[config.mk]
export PLATFORM = sky130hd
export DESIGN_NAME = disp_scan_flat
export DESIGN_NICKNAME = d
export VERILOG_FILES = /design/src/rtl/disp_pkg.sv /design/src/rtl/disp_scan_if.sv /design/src/rtl/hex_to_seg7.sv /design/src/rtl/disp_scan.sv /design/src/flat_wrapper.sv
export SDC_FILE = /design/constraint.sdc
export NUM_CORES = 1
export LEC_CHECK = 0
export CAP_MARGIN = 20
export CORE_MARGIN = 1
export CORE_UTILIZATION = 36
export DETAILED_ROUTE_END_ITERATION = 7
export PLACE_DENSITY = 0.62
export SLEW_MARGIN = 20
export SYNTH_ARGS = -nofsm -noshare
export SYNTH_HDL_FRONTEND = slang
export SYNTH_HIERARCHICAL = 1
export SYNTH_SLANG_ARGS = --single-unit
[constraint.sdc]
create_clock -name clock -period 4.9 [get_ports clock]
set_input_delay 0.98 -clock clock [delete_from_list [all_inputs] [get_ports clock]]
set_output_delay 0.98 -clock clock [all_outputs]
set_load 0.005 [all_outputs]
[src/rtl/disp_pkg.sv]
// Shared constants, view encodings and hex-to-segment table for the debug display scanner.
package disp_pkg;

  localparam logic [7:0] SEG_BLANK = 8'hFF;
  localparam logic [3:0] ANODE_OFF = 4'b1111;

  typedef enum logic [1:0] {
    MODE_REG_LO  = 2'b00,
    MODE_REG_HI  = 2'b01,
    MODE_STEP_PC = 2'b10,
    MODE_PC      = 2'b11
  } mode_e;

  // Active-low gfedcba, entry 15 (F) leftmost down to entry 0.
  localparam logic [15:0][6:0] HEX_SEG = {
    7'h0E, 7'h06, 7'h21, 7'h46, 7'h03, 7'h08, 7'h10, 7'h00,
    7'h78, 7'h02, 7'h12, 7'h19, 7'h30, 7'h24, 7'h79, 7'h40
  };

  function automatic logic [15:0] select_view(mode_e       mode,
                                              logic [31:0] reg_value,
                                              logic [8:0]  pc,
                                              logic [7:0]  step_count);
    logic [15:0] view;
    case (mode)
      MODE_REG_LO:  view = reg_value[15:0];
      MODE_REG_HI:  view = reg_value[31:16];
      MODE_STEP_PC: view = {step_count, pc[7:0]};
      default:      view = {7'b0, pc};
    endcase
    return view;
  endfunction

endpackage

[src/rtl/disp_scan_if.sv]
// Debug-value inputs and display outputs of the seven-segment scanner.
interface disp_scan_if;
  logic [1:0]  mode;
  logic [31:0] reg_value;
  logic [8:0]  pc;
  logic [7:0]  step_count;
  logic [3:0]  disp_anode;
  logic [7:0]  disp_seg;

  modport master (
    output mode, reg_value, pc, step_count,
    input  disp_anode, disp_seg
  );

  modport slave (
    input  mode, reg_value, pc, step_count,
    output disp_anode, disp_seg
  );
endinterface

[src/rtl/hex_to_seg7.sv]
// Combinational hex nibble to active-low gfedcba decoder with blanking.
module hex_to_seg7
  import disp_pkg::*;
(
  input  logic [3:0] nibble,
  input  logic       blank,
  output logic [6:0] seg
);

  always_comb begin
    seg = HEX_SEG[nibble];
    if (blank) seg = 7'h7F;
  end

endmodule

[src/rtl/disp_scan.sv]
// Four-digit multiplexed seven-segment driver; latches one coherent 16-bit view per scan frame.
module disp_scan
  import disp_pkg::*;
#(
  parameter int unsigned SCAN_DIV = 16,
  parameter bit          BLANK_LZ = 1'b0
) (
  input  logic      clock,
  input  logic      reset,
  disp_scan_if.slave bus
);

  logic [SCAN_DIV-1:0] div_cnt_q, div_cnt_d;
  logic [1:0]          idx_q, idx_d;
  logic [15:0]         frame_q, frame_d;
  mode_e               frame_mode_q, frame_mode_d;
  logic                load_pend_q;
  logic [3:0]          anode_q, anode_d;
  logic [7:0]          seg_q, seg_d;

  logic       tick;
  logic       load;
  logic [3:0] nibble;
  logic       blank;
  logic       dp;
  logic [6:0] seg7;

  always_comb begin
    tick         = &div_cnt_q;
    div_cnt_d    = div_cnt_q + SCAN_DIV'(1);
    idx_d        = tick ? idx_q + 2'd1 : idx_q;
    // Reload only at the frame boundary so every frame shows one coherent snapshot.
    load         = load_pend_q || (tick && (idx_q == 2'd3));
    frame_d      = frame_q;
    frame_mode_d = frame_mode_q;
    if (load) begin
      frame_mode_d = mode_e'(bus.mode);
      frame_d      = select_view(mode_e'(bus.mode), bus.reg_value, bus.pc, bus.step_count);
    end
  end

  always_comb begin
    nibble = frame_q[{idx_q, 2'b00} +: 4];
    blank  = 1'b0;
    if (BLANK_LZ) begin
      unique case (idx_q)
        2'd3:    blank = (frame_q[15:12] == 4'h0);
        2'd2:    blank = (frame_q[15:8] == 8'h00);
        2'd1:    blank = (frame_q[15:4] == 12'h000);
        default: blank = 1'b0;
      endcase
    end
    dp = (idx_q == 2'd3) && ((frame_mode_q == MODE_REG_HI) || (frame_mode_q == MODE_PC));
  end

  hex_to_seg7 u_hex_to_seg7 (
    .nibble (nibble),
    .blank  (blank),
    .seg    (seg7)
  );

  always_comb begin
    anode_d = ~(4'b0001 << idx_q);
    seg_d   = {~dp, seg7};
    // Outputs stay dark until the first frame has been captured.
    if (load_pend_q) begin
      anode_d = ANODE_OFF;
      seg_d   = SEG_BLANK;
    end
  end

  always_ff @(posedge clock or posedge reset) begin
    if (reset) begin
      div_cnt_q    <= '0;
      idx_q        <= 2'd0;
      frame_q      <= 16'h0000;
      frame_mode_q <= MODE_REG_LO;
      load_pend_q  <= 1'b1;
      anode_q      <= ANODE_OFF;
      seg_q        <= SEG_BLANK;
    end else begin
      div_cnt_q    <= div_cnt_d;
      idx_q        <= idx_d;
      frame_q      <= frame_d;
      frame_mode_q <= frame_mode_d;
      load_pend_q  <= 1'b0;
      anode_q      <= anode_d;
      seg_q        <= seg_d;
    end
  end

  assign bus.disp_anode = anode_q;
  assign bus.disp_seg   = seg_q;

endmodule

[src/flat_wrapper.sv]
// flat-port wrapper written by rule: the top's interface ports become plain ports
module disp_scan_flat import disp_pkg::*;
#(
  parameter int unsigned SCAN_DIV = 16,
  parameter bit          BLANK_LZ = 1'b0
)
  (clock, reset, bus_mode, bus_reg_value, bus_pc, bus_step_count, bus_disp_anode, bus_disp_seg);
  disp_scan_if bus_i ();
  input  logic clock;
  input  logic reset;
  input wire logic [$bits(bus_i.mode)-1:0] bus_mode;
  input wire logic [$bits(bus_i.reg_value)-1:0] bus_reg_value;
  input wire logic [$bits(bus_i.pc)-1:0] bus_pc;
  input wire logic [$bits(bus_i.step_count)-1:0] bus_step_count;
  output wire logic [$bits(bus_i.disp_anode)-1:0] bus_disp_anode;
  output wire logic [$bits(bus_i.disp_seg)-1:0] bus_disp_seg;
  assign bus_i.mode = bus_mode;
  assign bus_i.reg_value = bus_reg_value;
  assign bus_i.pc = bus_pc;
  assign bus_i.step_count = bus_step_count;
  assign bus_disp_anode = bus_i.disp_anode;
  assign bus_disp_seg = bus_i.disp_seg;
  disp_scan #(.SCAN_DIV(SCAN_DIV), .BLANK_LZ(BLANK_LZ)) u_core (.clock(clock), .reset(reset), .bus(bus_i));
endmodule
==> flow_summary.ini <==
[drt]
vias = 1743
routed_wl_um = 4530
vias_per_cell = 4.50
antenna_left = 0
drc = 0
drt_iter0_drc = 33
drtPass1Iterations = 4
wire_per_inst_um = 11.7

[layout]
drive_gt1_share_pct = 20.5
fin_util_pct = 48.8
fin_nets = 352
area_growth_syn_to_layout_pct = 31.1
seqCellArea_um2 = 1220
multi_input_area_um2 = 1370
num_antenna_cells = 0
fill_cells = 676
design_area_um2 = 3520

[synthesis]
yosys_warnings = 6
synth_area_per_cell_um2 = 11.9
synthCells = 226
synth_area_leader_cell = dfrtp_1
synthTopCellsByArea = dfrtp_1, dfstp_2, mux2i_1
yosysSeqAreaShare_pct = 45.4
synthArstFlopShare_pct = 100
syn_area_um2 = 2680
ys_seq_elements = 48
ys.flop_type = dfrtp_1
synth_edf_count = 0
post_synth_num_cell_types = 46
yosysTopAreaCellShare_pct = 32.6

[worst_setup_path]
path_max_fanout = 26
critical-path-top-delay-family = buffers and inverters
worst-path-buf-inv = 1
cp_slowest_cell = clkdlybuf4s50_1
start_kind = primary input
endpoint_kind = register
path_cells = clkdlybuf4s50_1 > nor2b_1 > nand2_1 > o21ai_0 > mux2_2
worstSetupPathType = primary input to register
worstPathRequired_ps = 5090
critPathMaxStageDelay_ps = 1070
cp.arrival_ps = 2830

[job]
drv_cap = 0

[timing]
relSlewSlack_pct = 38.7
fin_setup_tns_ps = 0
fin_crit_sh_pct = 53.8
max_freq_mhz = 380
tightestPinTransition_ps = 916
finalHoldViolations = 0
rsz0062_at_grt = no
period_needed_ps = 2630
setup_violations = 0
maxSlewViolCount = 0
skew_ps = 14.7

[place]
routabilityCongestion = 0.751
place_area_um2 = 3370
port_buffers = 64
dp_hpwl_um = 3390

[global_routing]
grt_usage_pct = 12.9
grt_max_degree = 49
grt_pass1_vias = 1667
antenna_found_initial = 0
busiest_layer = met2
overflow = 0
use_met1_pct = 18.4
grt_use_met3_pct = 4.01
use_met2_pct = 18.6
grt_pass1_wl_um = 7760

[power_and_ir_drop]
power.leakage_nw = 1.50
p_sw_share_pct = 22.4
clkPwrFrac_pct = 33.0
p_seq_share_pct = 47.4
ir_worst_vdd_v = 0.000149
p_int_uw = 718
p_sw_uw = 208
p_per_area_nw_per_um2 = 263
combPwrFrac_pct = 19.6

[floorplan]
initial_utilization_pct = 37.2
die_h_um = 88.3
row_count = 31
die_x_um = 88.3
io_pins = 65
die_area_um2 = 7800
coreArea_um2 = 7210

[cts]
cts_buffer_depth = 2
root_buffer = clkbuf_8
tritoncts = built
h-tree-depth = 2
clock_latency_ps = 300
clkSinkCount = 48
numCtsBuffers = 5
cts_resized = 0
clkTransAtPathRegs_ps = 90
post_cts_buffers = 0
cts_hold_buf = 0

[run_status]
outcome = finished, final reports clean

[hold_path]
hold_class = register to register
routing by layer:
layer  part of all wire (%)  up-vias
met5                      0        -
met4                   0.88        0
met3                    6.8        4
met2                     40       68
met1                     52      763
li1                       -      908
per-stage QoR:
stage | hold WS, ps | power, mW | cells | setup WS [ps]
floorplan | 404 | 0.556 | 227 | 2360
global placement | 462 | 0.625 | 378 | 1940
detailed placement | 464 | 0.627 | 378 | 1920
CTS | 481 | 0.937 | 386 | 2250
global route | 494 | 0.978 | 387 | 2090
finish | 481 | 0.926 | 387 | 2270
sequential cells by signal, summed over array words and instances, names as in the netlist:
| name | cells |
|---|---|
| u_core/load_pend_q | 1 |
| u_core/div_cnt_q | 16 |
| u_core/bus.disp_anode | 4 |
| u_core/frame_q | 16 |
| u_core/bus.disp_seg | 8 |
| u_core/frame_mode_q | 1 |
| u_core/idx_q | 2 |
layout make-up:
type                    count  share of cell area, %
clock buffers               7                   2.74
clock inverters             1                  0.853
inverters                   7                  0.747
multi-input cells         160                   38.8
flip-flops and latches     48                   34.6
well taps                  99                   3.52
repair buffers             65                   18.8
cells in the mapped netlist (all sizes together), types with 5 or more instances:
master,n
and4,5
buf,7
clkbuf,5
dfrtp,35
dfstp,13
ha,12
inv,7
mux2,20
mux2i,17
mux4,5
nand2,24
nand3,6
o21ai,14
or2,8
xnor2,13
logic make-up after synthesis:
group | share of synthesized area, %
xor gates and xnor gates | 5.22
other | 0.140
AOI/OAI and AO/OA | 6.01
muxes | 20.3
buffers and inverters | 3.92
DFF | 45.4
adders and majority gates | 5.59
and+or+nand+nor | 13.4
power groups by stage:
stage	registers (mW)	clock network (mW)	logic, mW
2_1_floorplan	0.442	0	0.114
3_3_place_gp	0.447	0	0.178
3_5_place_dp	0.447	0	0.180
4_1_cts	0.439	0.317	0.181
5_1_grt	0.442	0.335	0.200
6_report	0.439	0.306	0.181
worst register-to-register path: stages (launching register included):
cell and delay (ps):
dfrtp_1 600, mux4_2 630, inv_1 180, ha_1 250
or2_1 240, a311o_1 350, or2_2 270
cell usage in the layout (no fill, tap or decap), types with 3 or more instances in the layout:
cell              n
nand3_1           6
mux2i_1          17
mux2_4           10
or2_2             7
nand2b_1          4
xor2_1            3
clkbuf_8          7
o21ai_0          14
dfrtp_1          35
dfstp_2          13
inv_1             6
mux2_2            8
xnor2_1          13
mux4_2            5
clkdlybuf4s50_1  64
nor2_1            3
ha_1             12
nand2_1          24
and4_1            4
worst paths after layout:
check / endpoint / slack [ps] / startpoint / cells after the start
max in group asynchronous: u_core/load_pend_q / 3390 / reset / 3
max: u_core/frame_q[14] / 2270 / bus_mode[1] / 5
min: u_core/div_cnt_q[13] / 480 / u_core/div_cnt_q[13] / 1
min in group asynchronous: u_core/div_cnt_q[6] / 940 / reset / 2
min reg2reg: u_core/div_cnt_q[13] / 480 / u_core/div_cnt_q[13] / 1
max reg2reg: u_core/bus.disp_seg[1] / 2300 / u_core/idx_q[0] / 6
Power figures use the tool's default switching activity.
